File: src/rtl/prog_mem_loader.sv
// prog_mem_loader: byte-stream loader for the 256x16 instruction RAM that holds the CPU in reset while loading
module prog_mem_loader #(
    parameter logic [7:0] START_BYTE = 8'h5A,
    parameter int TIMEOUT = 1000000
) (
    input  logic        clk,
    input  logic        reset_n,
    input  logic [7:0]  rx_data,
    input  logic        rx_valid,
    output logic        rx_ready,
    input  logic [7:0]  cpu_address,
    output logic [7:0]  ram_address,
    output logic [15:0] ram_di,
    output logic        ram_we,
    output logic        cpu_reset,
    output logic        load_busy,
    output logic        load_ok,
    output logic        load_err
);
    localparam int IW = $clog2(TIMEOUT + 1);
    typedef enum logic [2:0] {RUN, COUNT, HI, LO, WRITE, CHECK, ERR} state_t;
    state_t state, state_n;
    logic [7:0] words, addr, acc, sum;
    logic [IW-1:0] idle;
    logic xfer, start, waiting, timeout;
    always_comb begin
        rx_ready    = state != WRITE;
        ram_we      = state == WRITE;
        cpu_reset   = state != RUN;
        load_err    = state == ERR;
        load_busy   = !(state == RUN || state == ERR);
        ram_address = load_busy ? addr : cpu_address;
        xfer        = rx_valid && rx_ready;
        start       = xfer && rx_data == START_BYTE && (state == RUN || state == ERR);
        waiting     = state inside {COUNT, HI, LO, CHECK};
        timeout     = idle == IW'(TIMEOUT - 1);
        sum         = acc + rx_data;
    end
    // A transfer always wins over a timeout that expires in the same cycle
    always_comb begin
        state_n = state;
        case (state)
            RUN, ERR: state_n = start ? COUNT : state;
            COUNT:    state_n = xfer ? HI : timeout ? ERR : COUNT;
            HI:       state_n = xfer ? LO : timeout ? ERR : HI;
            LO:       state_n = xfer ? WRITE : timeout ? ERR : LO;
            WRITE:    state_n = addr == words ? CHECK : HI;
            CHECK:    state_n = xfer ? (sum == 8'h00 ? RUN : ERR) : timeout ? ERR : CHECK;
            default:  state_n = RUN;
        endcase
    end
    always_ff @(posedge clk) begin
        if (!reset_n) begin
            state   <= RUN;
            words   <= '0;
            addr    <= '0;
            acc     <= '0;
            ram_di  <= '0;
            idle    <= '0;
            load_ok <= 1'b0;
        end else begin
            state   <= state_n;
            load_ok <= state == CHECK && xfer && sum == 8'h00;
            idle    <= (waiting && !xfer) ? idle + 1'b1 : '0;
            if (start) begin
                acc  <= '0;
                addr <= '0;
            end
            if (xfer && state inside {COUNT, HI, LO}) acc <= sum;
            if (xfer && state == COUNT) words <= rx_data;
            if (xfer && state == HI) ram_di[15:8] <= rx_data;
            if (xfer && state == LO) ram_di[7:0] <= rx_data;
            if (state == WRITE && addr != words) addr <= addr + 8'd1;
        end
    end
endmodule

File: config.mk
export PLATFORM = sky130hd
export DESIGN_NAME = prog_mem_loader
export DESIGN_NICKNAME = d
export VERILOG_FILES = /design/src/rtl/prog_mem_loader.sv
export SDC_FILE = /design/constraint.sdc
export NUM_CORES = 1
export LEC_CHECK = 0
export ABC_AREA = 1
export BUFFER_PORTS_ARGS = -buffer_cell sky130_fd_sc_hd__buf_2
export CAP_MARGIN = 25
export CELL_PAD_IN_SITES_DETAIL_PLACEMENT = 1
export CELL_PAD_IN_SITES_GLOBAL_PLACEMENT = 1
export CORE_MARGIN = 4
export CORE_UTILIZATION = 44
export DETAILED_ROUTE_END_ITERATION = 8
export PLACE_DENSITY = 0.95
export SKIP_LAST_GASP = 1
export SYNTH_ARGS = -nofsm -noshare
export SYNTH_HDL_FRONTEND = slang
export SYNTH_SLANG_ARGS = --single-unit
File: constraint.sdc
create_clock -name clk -period 2.9 [get_ports clk]
set_input_delay 0.29 -clock clk [delete_from_list [all_inputs] [get_ports clk]]
set_output_delay 0.29 -clock clk [all_outputs]
set_load 0.05 [all_outputs]
# == Yosys cells after proc, flatten, opt, wreduce, memory -nomap -nowiden ==
# Cells that the tools add are included.
# totals
reg_bits,64
out_inout_bits,30
wordCells,62
# classes
addsub,3
eq_ne,12
n_reduce_logical,23
n_mux,16
# ops
op,count
8-bit two-way mux,4
3-bit two-way mux,10
20-bit by 1-bit adder with 20-bit output (second input constant),1
20-bit == test (second input constant),1
3-bit one-hot mux with 6 select lines,1
1-bit logical AND,11
3-bit == test (second input constant),3
8-bit by 1-bit adder with 8-bit output (second input constant),1
8-bit adder,1
8-bit by 7-bit == test with 1-bit output (second input constant),1
8-bit == test,1
8-bit zero test,1
8-bit inequality test,1
3-bit by 2-bit == test with 1-bit output (second input constant),2
3-bit nonzero test,2
2-bit nonzero test,2
4-bit nonzero test,1
3-bit by 1-bit == test with 1-bit output (second input constant),1
3-bit zero test,1
3-bit inequality test (second input constant),1
1-bit zero test,2
2-bit two-way mux,1
2-bit inequality test (second input constant),1
2-bit AND reduction,1
2 further kinds,2

# == Longest topological paths before layout ==
# logic_depth
depth_word,6
mapped_depth,16

# == Least setup slack after synthesis ==
# Ideal clock, no wire load.
# synth_timing
path_type,register to output
startpoint,register state[0]
endpoint,output port ram_address[0]
n_path_buf,1
slack_ps,-131
required_ps,2610
path_stages_with_launch,6
arrival_time_ps,2741
path_cell_list,dfxtp_1 nor2_1 a21oi_2 inv_4 buf_2 o21ai_0
# synth_via
elab_chain_cells,3
word_cells_on_any_way,4
classes_between,1 x eq/ne; 1 x mux; 2 x reduce/logical
# synth_lines
element,line,source
from (decl),22,"state_t state, state_n;"
from (signal assigned),62,state <= state_n;
3-bit == test,n/a,
named net load_err,18,output logic load_err
1-bit logical OR,31,load_busy = !(state == RUN || state == ERR);
8-bit two-way mux,32,ram_address = load_busy ? addr : cpu_address;
to (decl),12,"output logic [7:0] ram_address,"
# The timed path passes the listed nets, and every way through them passes these cells.

# == Final worst setup path ==
# layout_timing
startpoint,register state[2]
endpoint,output port ram_address[1]
# layout_via
elab_chain_cells,3
word_cells_on_any_way,4
classes_between,1 x eq/ne; 1 x mux; 2 x reduce/logical
# layout_lines
element,line
3-bit == test / 3-bit zero test (equally long branches),31
1-bit logical OR *,31
8-bit two-way mux *,32
# Mark *: on every way between the ends. The rest lies on a longest branch, timed or not.

==> results.py <==
metrics = {
    "global_routing": {
        "grt_pass1_wl_mm": 16.7,
        "overflow": 0,
        "antenna_found_initial": 0,
        "grt_max_degree": 23,
        "grt_pass1_vias": 3527,
        "grt_usage": 0.239,
    },
    "synth": {
        "synth_top_family_by_area": "simple AND/OR/NAND/NOR gates",
        "ys_seq_elements": 64,
        "yosysWarnings": 0,
        "synthAdderAreaFrac": 0.0393,
        "synthMuxAreaShare": 0,
        "synth_area_leaders": "dfxtp_1 (38%), nand2_1 (12%), nor2_1 (6.6%)",
        "netlist_instances": 476,
        "synth_cell_types": 37,
        "yosysTopAreaCell": "dfxtp_1",
        "synth_simple_gate_area_frac": 0.336,
        "syn_area_per_cell_um2": 7.09,
        "synth-compound-area-share": 0.128,
        "synth_nets": 505,
        "synth_top_area_share": 0.379,
        "synth-seq-area-share": 0.379,
        "synth_xor_area_frac": 0.0441,
        "syn_area_mm2": 0.00338,
    },
    "cts": {
        "cts.clk_slew.worst_paths_ns": 0.07,
        "cts_setup_buffers": 0,
        "cts-htree-levels": 3,
        "cts_buffer_depth": 2,
        "numCtsBuffers": 9,
        "clockRootBuffer": "clkbuf_8",
        "postCtsHoldBufs": 0,
        "cts_tree": "yes",
        "clock_sinks": 64,
        "post_cts_resized": 0,
        "clk_latency_ns": 0.35,
    },
    "detailed_routing": {
        "wl_mm": 10.1,
        "first_iter_violations": 145,
        "first_pass_iters": 4,
        "antenna_left": 0,
        "wl_per_cell_um": 15.9,
        "via_per_inst": 5.28,
        "vias": 3340,
        "drcViolationCount": 0,
    },
    "pwr": {
        "leakage_uw": 0.00168,
        "p_clk_frac": 0.461,
        "p_int_uw": 1380,
        "p_comb_frac": 0.058,
        "powerDensity_mw_per_mm2": 464,
        "p_seq_frac": 0.481,
        "p_sw_frac": 0.243,
        "ir_drop_mv": 0.303,
        "p_switching_uw": 443,
    },
    "critical_path": {
        "worstPathRequired_ns": 2.61,
        "critPathArrivalTime_ns": 1.93,
        "setup.worst_path.class": "register to output pin",
        "worst-path-max-fanout": 18,
        "end_kind": "output pin",
        "startpoint_type": "register",
    },
    "final_layout": {
        "fillCellCount": 968,
        "final_cells": 632,
        "drive_gt1_frac": 0.178,
        "nets": 558,
        "area_growth_pct": 16.5,
        "n_antenna_cell": 0,
    },
    "die": {
        "initial_utilization": 0.458,
        "die_h_um": 95.6,
        "die_w_um": 95.6,
        "rows": 31,
        "fp.dieArea_mm2": 0.00914,
        "io_pins": 49,
        "core_area_mm2": 0.00737,
    },
    "place": {
        "io_buffers": 48,
        "place_congestion": 0.863,
        "hpwl_mm": 7.35,
        "dp_cells": 617,
    },
    "sta": {
        "finalHoldViolCount": 0,
        "slew_violations": 0,
        "hold_slack_ns": 0.245,
        "tightest_slew_ns": 0.667,
        "grt_setup_unrepaired": "no",
        "setup_viol": 0,
        "relSlewSlack": 0.553,
        "fin_crit_sh": 0.766,
        "min_period_ns": 2.22,
        "fmax_ghz": 0.450,
        "fin_skew_ns": 0.0101,
    },
    "hold_path": {
        "min_path_type": "input pin to register",
    },
    "run_status": {
        "status": "finished, final reports clean",
    },
    "flow_run": {
        "cap_violations": 0,
    },
}
==> power groups by stage <==
stage | Clock [uW] | Sequential (uW) | Combinational [uW]
floorplan | 0 | 899 | 61.3
global placement | 0 | 899 | 98.9
detailed placement | 0 | 899 | 104
CTS | 867 | 878 | 105
global route | 906 | 878 | 114
finish | 841 | 879 | 105
==> critical path: stages, from the launching register on <==
cell and delay (ns):
dfxtp_1 0.50, nand2_1 0.11, nor2_1 0.23, a21oi_2 0.12
inv_4 0.18, nand2_1 0.07, o21ai_0 0.08, buf_2 0.29
==> cell type report <==
cell class | instances | area, um^2 | share of cell area
Clock inverter | 6 | 85.1 | 0.0216
Inverter | 55 | 209 | 0.0531
Clock buffer | 9 | 124 | 0.0315
Timing Repair Buffer | 51 | 263 | 0.0668
Tap cell | 99 | 124 | 0.0315
Sequential cell | 64 | 1280 | 0.326
Multi-Input combinational cell | 348 | 1850 | 0.470
==> metal layers <==
layer  vias up  share of wire  GRT usage
met5         -              0          0
met4         0          0.018     0.0794
met3        17          0.050     0.0663
met2        63           0.51      0.430
met1      1605           0.42      0.270
li1       1655              -          -
==> cell families after synthesis <==
kind of cell | Yosys count
buffers and inverters | 64
XOR/XNOR | 17
flip-flops | 64
AND/OR/NAND/NOR | 241
AO/OA/AOI/OAI | 80
adder cells (fa/ha/maj) | 10
==> flip-flops by register name, summed over array words and instances (netlist names) <==
name     cells
load_ok      1
idle        20
state        3
ram_di      16
acc          8
addr         8
words        8
==> cells in the final DEF (no fill, tap or decap), types with 8 or more instances in the layout <==
cell,instances
buf_2,48
o21ai_0,34
nand2_1,104
ha_1,9
nor3_1,16
xor2_1,8
dfxtp_1,64
a21oi_1,38
nor2_1,59
nand3_1,32
inv_1,50
xnor2_1,9
clkbuf_8,9
==> per-stage QoR <==
stage	setup TNS, ns	utilization	worst slack (ns)	cell area (um^2)	power, uW
3_3_place_gp	0	0.505	0.792	3720	998
3_5_place_dp	0	0.505	0.644	3720	1000
6_report	0	0.534	0.679	3930	1830
5_1_grt	0	0.534	0.473	3930	1900
4_1_cts	0	0.534	0.675	3930	1850
2_1_floorplan	-1.05	-	-0.131	3380	960
==> path summary, 6_finish.rpt <==
kind | from | end | slack (ns) | depth (start not counted)
setup / recovery | state[2] | ram_address[1] | 0.68 | 7
hold / removal | rx_data[2] | ram_di[2] | 0.25 | 3
setup reg to reg | acc[0] | state[1] | 0.77 | 16
hold reg to reg | idle[0] | idle[0] | 0.47 | 1
==> Yosys cell counts (all sizes together) <==
library cell  number
nand2            107
dfxtp             64
nor2              64
inv               55
a21oi             41
nand3             35
o21ai             35
nor3              22
ha                 9
xnor2              9
xor2               8
clkbuf             5
nand4              5
buf                4
nand3b             4
nor4               2
a211oi             1
a31oi              1
fa                 1
nor3b              1
o211ai             1
o21a               1
or2                1
Note: power is estimated with default switching activity, not from simulation.
